## config.mk

```make
export PLATFORM = sky130hd
export DESIGN_NAME = rst_sequencer
export DESIGN_NICKNAME = d
export VERILOG_FILES = /design/src/rtl/rst_pkg.sv /design/src/rtl/rst_sequencer.sv
export SDC_FILE = /design/constraint.sdc
export NUM_CORES = 1
export LEC_CHECK = 0
export ABC_AREA = 0
export BUFFER_PORTS_ARGS = -buffer_cell sky130_fd_sc_hd__buf_2
export CORE_UTILIZATION = 25
export CTS_CLUSTER_SIZE = 40
export DETAILED_ROUTE_END_ITERATION = 12
export HOLD_SLACK_MARGIN = 0.1
export SETUP_SLACK_MARGIN = 0.05
export SLEW_MARGIN = 20
export SYNTH_ARGS = -nofsm -noshare
export SYNTH_HDL_FRONTEND = slang
export SYNTH_SLANG_ARGS = --single-unit
```

## constraint.sdc

```tcl
create_clock -name clk -period 2.55 [get_ports clk]
set_clock_uncertainty 0.15 [all_clocks]
set_input_delay 0.1275 -clock clk [delete_from_list [all_inputs] [get_ports clk]]
set_output_delay 0.1275 -clock clk [all_outputs]
set_load 0.02 [all_outputs]
```

## src/rtl/rst_pkg.sv

```systemverilog
// Shared types and helpers for the reset sequencer.
//   seq_state_e : sequencer FSM states (hold all, staggered release, running)
//   cnt_width() : width of the cycle counter so that it can hold the larger
//                 of the assert hold and the stagger gap without wrapping.
package rst_pkg;

  typedef enum logic [1:0] {
    StAssert,
    StRelease,
    StRun
  } seq_state_e;

  function automatic int unsigned cnt_width(input int unsigned assert_cycles,
                                            input int unsigned stagger_cycles);
    int unsigned m;
    m = (assert_cycles > stagger_cycles) ? assert_cycles : stagger_cycles;
    // Keep at least one bit so the counter is never zero-width.
    return (m == 0) ? 1 : $clog2(m + 1);
  endfunction

endpackage

```

## src/rtl/rst_sequencer.sv

```systemverilog
// Reset sequencer: holds N_CH reset channels asserted for ASSERT_CYCLES after
// the last master reset or software request, then releases them one by one,
// STAGGER_CYCLES apart, channel 0 first. done rises with the last release.
//
// Ports
//   clk     : single clock, rising edge
//   rst     : synchronous active-high master reset (highest priority)
//   req     : software reset request, level-sampled every edge
//   rst_out : per-channel reset, polarity set by ACTIVE_HIGH_MASK (1 = active-high)
//   done    : high once every channel has been released
module rst_sequencer
  import rst_pkg::*;
#(
  parameter int unsigned     N_CH             = 4,
  parameter int unsigned     ASSERT_CYCLES    = 16,
  parameter int unsigned     STAGGER_CYCLES   = 4,
  parameter logic [N_CH-1:0] ACTIVE_HIGH_MASK = '1
) (
  input  logic            clk,
  input  logic            rst,
  input  logic            req,
  output logic [N_CH-1:0] rst_out,
  output logic            done
);

  if ((N_CH < 1) || (N_CH > 32)) begin : g_bad_n_ch
    $error("rst_sequencer: N_CH must be in 1..32");
  end
  if (ASSERT_CYCLES < 1) begin : g_bad_assert
    $error("rst_sequencer: ASSERT_CYCLES must be >= 1");
  end

  localparam int unsigned CntW = cnt_width(ASSERT_CYCLES, STAGGER_CYCLES);
  localparam int unsigned IdxW = $clog2(N_CH) + 1;

  // Counter value seen on the edge just before a release is due.
  localparam logic [CntW-1:0] AssertLast  =
    CntW'((ASSERT_CYCLES == 0) ? 0 : ASSERT_CYCLES - 1);
  localparam logic [CntW-1:0] StaggerLast =
    CntW'((STAGGER_CYCLES == 0) ? 0 : STAGGER_CYCLES - 1);
  localparam logic [IdxW-1:0] IdxLast     = IdxW'(N_CH - 1);
  localparam logic [IdxW-1:0] IdxEnd      = IdxW'(N_CH);
  // Every channel leaves reset on the same edge; RELEASE is skipped.
  localparam bit              ReleaseAll  = (STAGGER_CYCLES == 0) || (N_CH == 1);

  seq_state_e      state_q, state_d;
  logic [CntW-1:0] cnt_q, cnt_d;
  logic [IdxW-1:0] idx_q, idx_d;
  logic [N_CH-1:0] a_q, a_d;
  logic [N_CH-1:0] out_q, out_d;
  logic            done_q, done_d;

  logic            restart;
  logic            step;  // a release happens on this edge

  assign restart = rst | req;

  // State register; outputs come straight from flops.
  always_ff @(posedge clk) begin
    if (rst) begin
      state_q <= StAssert;
      cnt_q   <= '0;
      idx_q   <= '0;
      a_q     <= '1;
      out_q   <= ACTIVE_HIGH_MASK;
      done_q  <= 1'b0;
    end else begin
      state_q <= state_d;
      cnt_q   <= cnt_d;
      idx_q   <= idx_d;
      a_q     <= a_d;
      out_q   <= out_d;
      done_q  <= done_d;
    end
  end

  // Next state, counter and channel index.
  always_comb begin
    state_d = state_q;
    cnt_d   = cnt_q;
    idx_d   = idx_q;
    step    = 1'b0;
    if (restart) begin
      state_d = StAssert;
      cnt_d   = '0;
      idx_d   = '0;
    end else begin
      case (state_q)
        StAssert: begin
          if (cnt_q == AssertLast) begin
            step  = 1'b1;
            cnt_d = '0;
            if (ReleaseAll) begin
              state_d = StRun;
              idx_d   = IdxEnd;
            end else begin
              state_d = StRelease;
              idx_d   = IdxW'(1);
            end
          end else begin
            cnt_d = (cnt_q == '1) ? cnt_q : cnt_q + 1'b1;
          end
        end
        StRelease: begin
          if (cnt_q == StaggerLast) begin
            step  = 1'b1;
            cnt_d = '0;
            idx_d = (idx_q == IdxEnd) ? idx_q : idx_q + 1'b1;
            if (idx_q == IdxLast) begin
              state_d = StRun;
            end
          end else begin
            cnt_d = (cnt_q == '1) ? cnt_q : cnt_q + 1'b1;
          end
        end
        StRun: begin
        end
        default: begin
          state_d = StAssert;
          cnt_d   = '0;
          idx_d   = '0;
        end
      endcase
    end
  end

  // Assert vector, polarity mapping and done.
  always_comb begin
    a_d    = a_q;
    done_d = done_q;
    if (restart) begin
      a_d    = '1;
      done_d = 1'b0;
    end else if (step) begin
      if ((state_q == StAssert) && ReleaseAll) begin
        a_d    = '0;
        done_d = 1'b1;
      end else begin
        // idx_q names the channel whose release is due on this edge.
        for (int unsigned i = 0; i < N_CH; i++) begin
          if (IdxW'(i) == idx_q) begin
            a_d[i] = 1'b0;
          end
        end
        done_d = (state_q == StRelease) && (idx_q == IdxLast);
      end
    end
    // Active-high channels follow a; active-low channels carry its inverse.
    out_d = a_d ^ ~ACTIVE_HIGH_MASK;
  end

  assign rst_out = out_q;
  assign done    = done_q;

endmodule

```

==> results.ini, run 1 <==
[synth]
yosysTopAreaCell = dfxtp_1
syn_inst = 104
synth_edf_count = 0
netlist_top_cells_count = 15 x dfxtp_1, 14 x nand2_1, 10 x o21ai_0
synthFlopType = dfxtp_1
yosysMostFrequentCell = dfxtp_1
syn-cell-area_um2 = 848.3
synth-async-reset-ratio_pct = 0
syn-num-nets = 113
yosysWarnings = 0
synth_cell_types = 32
avgSynthCellArea_um2 = 8.157
synth_top_area_share_pct = 35.40
synthTopCellsByArea = dfxtp_1 35%, ha_1 8.8%, nand2_1 6.2%
ys_seq_area_share_pct = 35.40
ys_ff_latch = 15

[critical_path]
crit_chain = ha_1 > or2b_2 > a211o_2 > or2_1 > a21oi_1
slowest_delay_ns = 0.39
arrival_ns = 2.05
slowest_stage = dfxtp_1
cp-start-kind = flip-flop
critical_path_peak_fanout = 8
r2r_start = cnt_q[0]
rrSetupSlack_ns = 0.59
ff2ff_path_depth = 5
worst_setup_path_end_kind = flip-flop
r2r_end = state_q[1]
critPathRequiredTime_ns = 2.63
critical_path_class = flip-flop to flip-flop

[clock_network]
path_clk_slew_ns = 0.09
cts_buffers = 3
cts_tree = done
cts-htree-levels = 1
clk_path_buf_depth = 2
cts_setup_buffers = 0
cts-root-buf = clkbuf_4
cts_sinks = 15
clock_latency_ns = 0.30

[detailed_routing]
viasPerCell = 4.792
first_pass_iters = 4
vias = 762
drc = 0
drtIter0Drc = 23
ant_nets = 0
wl_um = 1808
wl_per_cell_um = 11.37

[global_route]
grt_max_degree = 15
first_global_vias = 740
grt_remaining_overflow = 0
gr-usage-all-layers_pct = 11.47
antenna_found_initial = 0
grt_pass1_wl_um = 3063

[finish]
antenna_cells = 0
drive_above_1_share_pct = 16.52
num-fill-cells = 344
stdcell_count = 159
area_growth_pct = 13.86
ff_latch_area_um2 = 300.3
multi_input_area_um2 = 488.0
layout.nets = 125

[pwr]
power_uw = 395.3
p_int_uw = 301.9
power.share.clock_pct = 36.0
power-per-cell-area_nw_per_um2 = 409.2
combPwrFrac_pct = 3.9
p_leak_nw = 0.3300
seq_power_share_pct = 60.0
irDropWorstVdd_mv = 0.2506
swShare_pct = 23.64
p_sw_uw = 93.43

[place]
dpl_worst_slack_ns = 0.6011
numPortBuffers = 7
dp_hpwl_um = 1307
place_inst = 152
gp_congestion = 0.8058

[worst_hold_path]
hold_end = done
hp-start = done
hold_path_depth = 2
hold_class = flip-flop to flip-flop

[timing]
tns_ns = 0
slew_headroom_pct = 71.43
fin_ws_ns = 0.5851
drv_slew = 0
rsz0062_at_grt = no
worst_pin_slew_ns = 0.4279
period_needed_ns = 1.965
post-route-period-util_pct = 77.05
fmax_mhz = 508.9
hold_viol = 0
setup_violations = 0

[floorplanning]
design.core.area_um2 = 3128
rows = 20
io_pins = 8
die_x_um = 60.25
start_util_pct = 27.12
die_y_um = 60.25
dieArea_um2 = 3630

[job]
max_cap_viol_count = 0

[run_status]
status = finished clean

-- critical path, delay by kind of cell, from the launching register on --
kind / cells / cell delay [ns]
AO/OA/AOI/OAI: 2 / 0.51
adder cells (fa/ha/maj): 1 / 0.25
flip-flops: 1 / 0.39
AND/OR/NAND/NOR: 2 / 0.61
-- state kept, by name, summed over array words and instances, names as in the netlist --
name,cells
state_q,2
cnt_q,5
done,1
rst_out,4
idx_q,3
-- cell usage in the layout (no fill, tap or decap), drive strengths merged --
master	netlist	final
a211o	1	1
a211oi	2	2
a21oi	6	6
a31oi	2	2
a32o	1	1
and2	1	1
and3	1	1
buf	3	8
clkbuf	1	3
clkinv	0	1
dfxtp	15	15
dlygate4sd3	0	3
ha	6	6
inv	6	6
mux2i	1	1
nand2	14	14
nand2b	2	2
nand3	2	2
nand3b	2	2
nor2	7	7
nor2b	2	2
nor3	4	4
nor4	3	3
nor4b	1	1
o21ai	10	10
o22ai	1	1
or2	3	3
or2b	2	2
or3	3	3
or3b	1	1
xor2	1	1
-- timing repair --
action / 4_1_cts / 5_1_grt
hold endpoints to repair: 4 / 0
hold buffers: 3 / 0
gates resized for setup: 0 / 0
-- power by group through the flow --
stage	clock (mW)	combinational [mW]	sequential [mW]
2_1_floorplan	0	0.00982	0.242
4_1_cts	0.150	0.0156	0.237
3_3_place_gp	0	0.0116	0.243
5_1_grt	0.157	0.0177	0.238
6_report	0.142	0.0155	0.237
3_5_place_dp	0	0.0120	0.243
-- final cells by class --
cell class / instances / area share (%)
Sequential cell: 15 / 31.09
Timing Repair Buffer: 11 / 7.513
Tap cell: 44 / 5.699
Multi-Input combinational cell: 79 / 50.52
Clock buffer: 3 / 2.332
Clock inverter: 1 / 0.5181
Inverter: 6 / 2.332
-- per-stage QoR --
| stage | util, % | cell area (um2) | hold WS [ns] |
|---|---|---|---|
| after global routing | 30.88 | 965.9 | 0.3384 |
| final | 30.88 | 965.9 | 0.3115 |
| after global placement | 29.04 | 908.4 | 0.2253 |
| after floorplan | - | 848.3 | 0.1094 |
| after detailed placement | 29.04 | 908.4 | 0.2278 |
| after CTS | 30.88 | 965.9 | 0.3185 |
-- cell families (layout without fill, tap and decap cells) --
kind of cell	count (synthesis)	after routing	synth area share [%]
AO/OA/AOI/OAI	23	23	16.37
XOR/XNOR	1	1	1.033
adder cells (fa/ha/maj)	6	6	8.849
buffers and inverters	10	21	7.079
flip-flops	15	15	35.40
multiplexers	1	1	1.180
AND/OR/NAND/NOR	48	48	30.09
-- routing by layer --
metal	wire length, um	global-route usage [%]	part of all wire, %
met2	861	19.31	48
met1	826	12.48	46
met3	91	4.113	5.0
met4	29	5.980	1.6
met5	0	0	0
-- worst max path at each step --
stage / start / end / cells past startpoint
floorplan: cnt_q[0] / state_q[1] / 5
global placement: cnt_q[0] / idx_q[2] / 5
detailed placement: cnt_q[0] / state_q[1] / 5
CTS: cnt_q[0] / state_q[1] / 5
global route: cnt_q[0] / idx_q[2] / 5
finish: cnt_q[0] / state_q[1] / 5
(Power assumes the default switching activity.)
==> run 2, diff against run 1 <==
- clock period: 2.55 -> 2 ns (I/O delays scaled with it)
==> run 2 against run 1 <==
  * Cell count rose by 1.9%
  * Via count unchanged
  * Fmax up 6.8%
  * Total power rose by 28%
  * Global-route usage shrank 0.78 points
  * First-iteration DRC count is 35% higher
  * Largest power group unchanged
==> results.ini, run 2 (synthesis results as in run 1) <==
[run_status]
status = finished clean  ; unchanged

[floorplanning]
die_x_um = 60.25  ; unchanged
dieArea_um2 = 3630  ; unchanged
start_util_pct = 27.12  ; unchanged
rows = 20  ; unchanged
io_pins = 8  ; unchanged
die_y_um = 60.25  ; unchanged
design.core.area_um2 = 3128  ; unchanged

[global_route]
grt_max_degree = 15  ; unchanged
grt_remaining_overflow = 0  ; unchanged
first_global_vias = 695  ; was 740
antenna_found_initial = 0  ; unchanged
gr-usage-all-layers_pct = 10.69  ; was 11.47%
grt_pass1_wl_um = 2980  ; was 3063 um

[critical_path]
rrSetupSlack_ns = 0.16  ; was 0.59 ns
cp-start-kind = flip-flop  ; unchanged
r2r_start = cnt_q[1]  ; was cnt_q[0]
ff2ff_path_depth = 5  ; unchanged
critPathRequiredTime_ns = 2.08  ; was 2.63 ns
r2r_end = state_q[1]  ; unchanged
worst_setup_path_end_kind = flip-flop  ; unchanged
critical_path_class = flip-flop to flip-flop  ; unchanged
critical_path_peak_fanout = 8  ; unchanged
arrival_ns = 1.92  ; was 2.05 ns

[detailed_routing]
drc = 0  ; unchanged
ant_nets = 0  ; unchanged
wl_per_cell_um = 10.65  ; was 11.37 um
first_pass_iters = 4  ; unchanged
vias = 762  ; unchanged
drtIter0Drc = 31  ; was 23
viasPerCell = 4.704  ; was 4.792
wl_um = 1726  ; was 1808 um

[pwr]
power_uw = 504.1  ; was 395.3 uW
swShare_pct = 23.29  ; was 23.64%
p_sw_uw = 117.4  ; was 93.43 uW
irDropWorstVdd_mv = 0.4728  ; was 0.2506 mV
p_leak_nw = 0.3432  ; was 0.3300 nW
p_int_uw = 386.7  ; was 301.9 uW
power-per-cell-area_nw_per_um2 = 504.3  ; was 409.2 nW/um2
power.share.clock_pct = 35.9  ; was 36.0%
combPwrFrac_pct = 4.0  ; was 3.9%
seq_power_share_pct = 60.0  ; about the same

[clock_network]
cts_buffers = 3  ; unchanged
cts-root-buf = clkbuf_4  ; unchanged
clock_latency_ns = 0.29  ; was 0.30 ns
path_clk_slew_ns = 0.10  ; was 0.09 ns
cts_tree = done  ; unchanged
cts-htree-levels = 1  ; unchanged
cts_sinks = 15  ; unchanged
clk_path_buf_depth = 2  ; unchanged

[timing]
hold_slack_ns = 0.3111  ; was 0.3115 ns
post-route-period-util_pct = 91.96  ; was 77.05%
drv_slew = 0  ; unchanged
setup_violations = 0  ; unchanged
worst_pin_slew_ns = 0.4218  ; was 0.4279 ns
slew_headroom_pct = 71.84  ; was 71.43%
fmax_mhz = 543.7  ; was 508.9 MHz
tns_ns = 0  ; unchanged
hold_viol = 0  ; unchanged
period_needed_ns = 1.839  ; was 1.965 ns
fin_ws_ns = 0.1607  ; was 0.5851 ns
rsz0062_at_grt = no  ; unchanged

[finish]
num-fill-cells = 325  ; was 344
largest_reg_flops = 5  ; unchanged
antenna_cells = 0  ; unchanged
layout.nets = 128  ; was 125
layout_common_cells = 14 x nand2_1, 14 x dfxtp_1, 10 x o21ai_0, 7 x nor2_1, 7 x buf_2  ; was 15 x dfxtp_1, 14 x nand2_1, 10 x o21ai_0, 7 x nor2_1, 7 x buf_2
top_register = cnt_q  ; unchanged
drive_above_1_share_pct = 19.49  ; was 16.52%
area_growth_pct = 17.85  ; was 13.86%

[place]
dp_hpwl_um = 1261  ; was 1307 um
numPortBuffers = 7  ; unchanged
dpl_worst_slack_ns = 0.1601  ; was 0.6011 ns
gp_congestion = 0.7842  ; was 0.8058

[worst_hold_path]
hp-start = done  ; unchanged
hold_path_depth = 2  ; unchanged
hold_class = flip-flop to flip-flop  ; unchanged
hold_end = done  ; unchanged

[job]
max_cap_viol_count = 0  ; unchanged

-- run 2: cell types whose count changed in the layout (fill, tap and decap cells not counted) --
cell        previous run  this run
dfxtp_2                0         1
buf_4                  1         4
clkinv_2               1         0
dfxtp_1               15        14
a211oi_2               1         0
a211oi_4               0         1
clkinvlp_4             0         1
-- run 2: cell type report --
class	count	area, um2	area share (%)
multi-input combinational	79	495.5	49.56
sequential	15	301.5	30.16
timing repair buffer	14	95.09	9.512
tap	44	55.05	5.507
clock buffer	3	22.52	2.253
inverter	6	22.52	2.253
clock inverter	1	7.507	0.7509
-- run 2: metal layers --
layer / GRT usage, % / part of all wire, %
met1: 14.40 / 49
met2: 16.33 / 46
met3: 3.896 / 4.9
met4: 1.993 / 0.81
met5: 0 / 0
-- run 2: timing repair --
| action | 4_1_cts | 5_1_grt |
|---|---|---|
| endpoints found under the setup margin | 0 | 2 |
| hold endpoints to repair | 7 | 0 |
| buffers inserted | 0 | 0 |
| gates resized for setup | 0 | 2 |
| hold buffers | 3 | 0 |
-- run 2: how the worst max path moves through the flow --
| stage | startpoint | endpoint | slack, ns | cells after the start |
|---|---|---|---|---|
| after floorplan | cnt_q[0] | state_q[1] | 0.21 | 5 |
| after global placement | cnt_q[0] | idx_q[2] | 0.17 | 5 |
| after detailed placement | cnt_q[0] | idx_q[2] | 0.16 | 5 |
| after CTS | cnt_q[0] | state_q[1] | 0.17 | 5 |
| after global routing | cnt_q[1] | state_q[1] | 0.04 | 5 |
| final | cnt_q[1] | state_q[1] | 0.16 | 5 |
-- run 2: worst max-delay path: stages, from the launching register on --
cell     delay (ns)
dfxtp_1        0.36
ha_1           0.17
or2b_2         0.35
a211o_2        0.38
or2_1          0.24
a21oi_1        0.13
-- run 2: through the flow --
step,util [%],area [um2],cells
2_1_floorplan,-,848.3,104
3_3_place_gp,29.76,930.9,155
3_5_place_dp,29.76,930.9,155
4_1_cts,31.68,991.0,162
5_1_grt,31.96,999.7,162
6_report,31.96,999.7,162
-- run 2: power groups by stage --
stage / Combinational [mW] / Sequential, mW / Clock (mW)
2_1_floorplan: 0.0125 / 0.309 / 0
3_3_place_gp: 0.0151 / 0.309 / 0
3_5_place_dp: 0.0153 / 0.309 / 0
4_1_cts: 0.0200 / 0.303 / 0.189
5_1_grt: 0.0231 / 0.303 / 0.203
6_report: 0.0203 / 0.303 / 0.181
==> run 3, diff against run 2 <==
- CORE_UTILIZATION: 25 -> 35
==> run 3 against run 2 <==
  * Die area decreased by 28%
  * Fmax decreased by 1.7%
  * Cell count decreased by 10%
  * Cell area decreased by 2.5%
  * Routed wire length increased by 2.0%
  * Sequential power about the same
  * Critical path depth increased by 1
  * Non-clock buffer count decreased by 1
  * Largest cell class unchanged
==> results.ini, run 3 (synthesis results as in run 1) <==
[floorplanning]
die_x_um = 51.23  ; was 60.25 um
design.core.area_um2 = 2255  ; was 3128 um2
rows = 17  ; was 20
start_util_pct = 37.62  ; was 27.12%
die_y_um = 51.23  ; was 60.25 um
io_pins = 8  ; unchanged
dieArea_um2 = 2625  ; was 3630 um2

[clock_network]
cts_buffers = 3  ; unchanged
path_clk_slew_ns = 0.09  ; was 0.10 ns
cts_sinks = 15  ; unchanged
clk_path_buf_depth = 2  ; unchanged
cts_tree = done  ; unchanged
cts_setup_buffers = 0  ; unchanged
cts-htree-levels = 1  ; unchanged
cts-root-buf = clkbuf_4  ; unchanged
clock_latency_ns = 0.29  ; about the same

[finish]
largest_reg_flops = 5  ; unchanged
mostFrequentLayoutCell = nand2_1
num-fill-cells = 248  ; was 325
layout.nets = 127  ; was 128
stdcell_count = 145  ; was 162
final_util_pct = 43.23  ; was 31.96%
layout_common_cells = 14 x nand2_1, 13 x dfxtp_1, 9 x o21ai_0, 7 x nor2_1, 7 x buf_2  ; was 14 x nand2_1, 14 x dfxtp_1, 10 x o21ai_0, 7 x nor2_1, 7 x buf_2
area_growth_pct = 14.90  ; was 17.85%
top_register = cnt_q  ; unchanged
drive_above_1_share_pct = 19.66  ; was 19.49%
ff_latch_area_um2 = 302.8  ; was 301.5 um2
multi_input_area_um2 = 500.5  ; was 495.5 um2
antenna_cells = 0  ; unchanged

[critical_path]
crit_chain = inv_1 > ha_1 > and3_1 > a211oi_2 > nor4_1 > or3_1  ; was ha_1 > or2b_2 > a211o_2 > or2_1 > a21oi_1
critPathRequiredTime_ns = 2.03  ; was 2.08 ns
cp-start-kind = flip-flop  ; unchanged
slowest_stage = dfxtp_1  ; was a211o_2
critical_path_peak_fanout = 5  ; was 8
arrival_ns = 1.90  ; was 1.92 ns
critical_path_class = flip-flop to flip-flop  ; unchanged
worst_setup_path_end_kind = flip-flop  ; unchanged
slowest_delay_ns = 0.42  ; was 0.38 ns

[global_route]
grt_remaining_overflow = 0  ; unchanged
first_global_vias = 716  ; was 695
grt_max_degree = 15  ; unchanged
gr-usage-all-layers_pct = 15.82  ; was 10.69%
grt_pass1_wl_um = 3139  ; was 2980 um
antenna_found_initial = 0  ; unchanged

[pwr]
irDropWorstVdd_mv = 0.3049  ; was 0.4728 mV
power-per-cell-area_nw_per_um2 = 512.6  ; was 504.3 nW/um2
p_leak_nw = 0.3396  ; was 0.3432 nW

[detailed_routing]
wl_um = 1760  ; was 1726 um
wl_per_cell_um = 12.14  ; was 10.65 um
viasPerCell = 5.297  ; was 4.704
drtIter0Drc = 20  ; was 31
ant_nets = 0  ; unchanged
first_pass_iters = 4  ; unchanged
vias = 768  ; was 762
drc = 0  ; unchanged

[timing]
post-route-period-util_pct = 93.54  ; was 91.96%
slew_headroom_pct = 69.60  ; was 71.84%
tns_ns = 0  ; unchanged
rsz0062_at_grt = no  ; unchanged
setup_violations = 0  ; unchanged
worst_pin_slew_ns = 0.4553  ; was 0.4218 ns
hold_viol = 0  ; unchanged
drv_slew = 0  ; unchanged
period_needed_ns = 1.871  ; was 1.839 ns
fmax_mhz = 534.5  ; was 543.7 MHz

[place]
place_inst = 138  ; was 155
numPortBuffers = 7  ; unchanged
gp_congestion = 0.8337  ; was 0.7842
dp_hpwl_um = 1280  ; was 1261 um

[job]
max_cap_viol_count = 0  ; unchanged

[run_status]
status = finished clean  ; unchanged

[worst_hold_path]
hold_class = flip-flop to flip-flop  ; unchanged

## run 3: repair_timing
item / CTS / global route
setup endpoints to repair: 3 / 8
resized for setup: 1 / 5
hold buffers: 3 / 0
endpoints found under the hold margin: 4 / 0
pin swaps: 0 / 0
## run 3: report_power, final
part           total, mW  switching (mW)  internal [mW]
logic             0.0209          0.0108         0.0101
clock network      0.176          0.0980         0.0777
registers          0.303         0.00216          0.301
## run 3: worst paths after layout
kind,startpoint,endpoint,slack [ns],depth (start not counted)
setup / recovery,idx_q[0],idx_q[2],0.13,6
hold / removal,done,done,0.32,2
setup reg to reg,idx_q[0],idx_q[2],0.13,6
hold reg to reg,done,done,0.32,2
## run 3: worst max-delay path: cells and delay by family, from the launching register on
kind | cells | cell delay [ns]
simple gates | 3 | 0.61
flops | 1 | 0.42
fa+ha+maj | 1 | 0.24
compound gates | 1 | 0.23
buf+inv | 1 | 0.11
## run 3: area by class of cell
type | count | share of cell area [%]
sequential | 15 | 31.07
tap | 28 | 3.594
multi-input combinational | 79 | 51.35
clock buffer | 4 | 2.696
inverter | 6 | 2.311
timing repair buffer | 13 | 8.986
## run 3: metal layers
metal | vias to the layer above | part of all wire (%) | global-route usage [%]
li1 | 390 | - | -
met1 | 367 | 49 | 19.45
met2 | 7 | 47 | 26.97
met3 | 4 | 2.0 | 1.786
met4 | 0 | 2.0 | 8.108
met5 | - | 0 | 0
## run 3: through the flow
| stage | hold WS, ns | setup slack (ns) | power (mW) | area (um2) |
|---|---|---|---|---|
| 2_1_floorplan | 0.08185 | 0.2055 | 0.3215 | 848.3 |
| 3_3_place_gp | 0.2070 | 0.08171 | 0.3244 | 903.4 |
| 3_5_place_dp | 0.2145 | 0.06519 | 0.3251 | 903.4 |
| 4_1_cts | 0.3186 | 0.06546 | 0.5036 | 962.2 |
| 5_1_grt | 0.3510 | 0.05545 | 0.5195 | 974.7 |
| 6_report | 0.3203 | 0.1291 | 0.4996 | 974.7 |
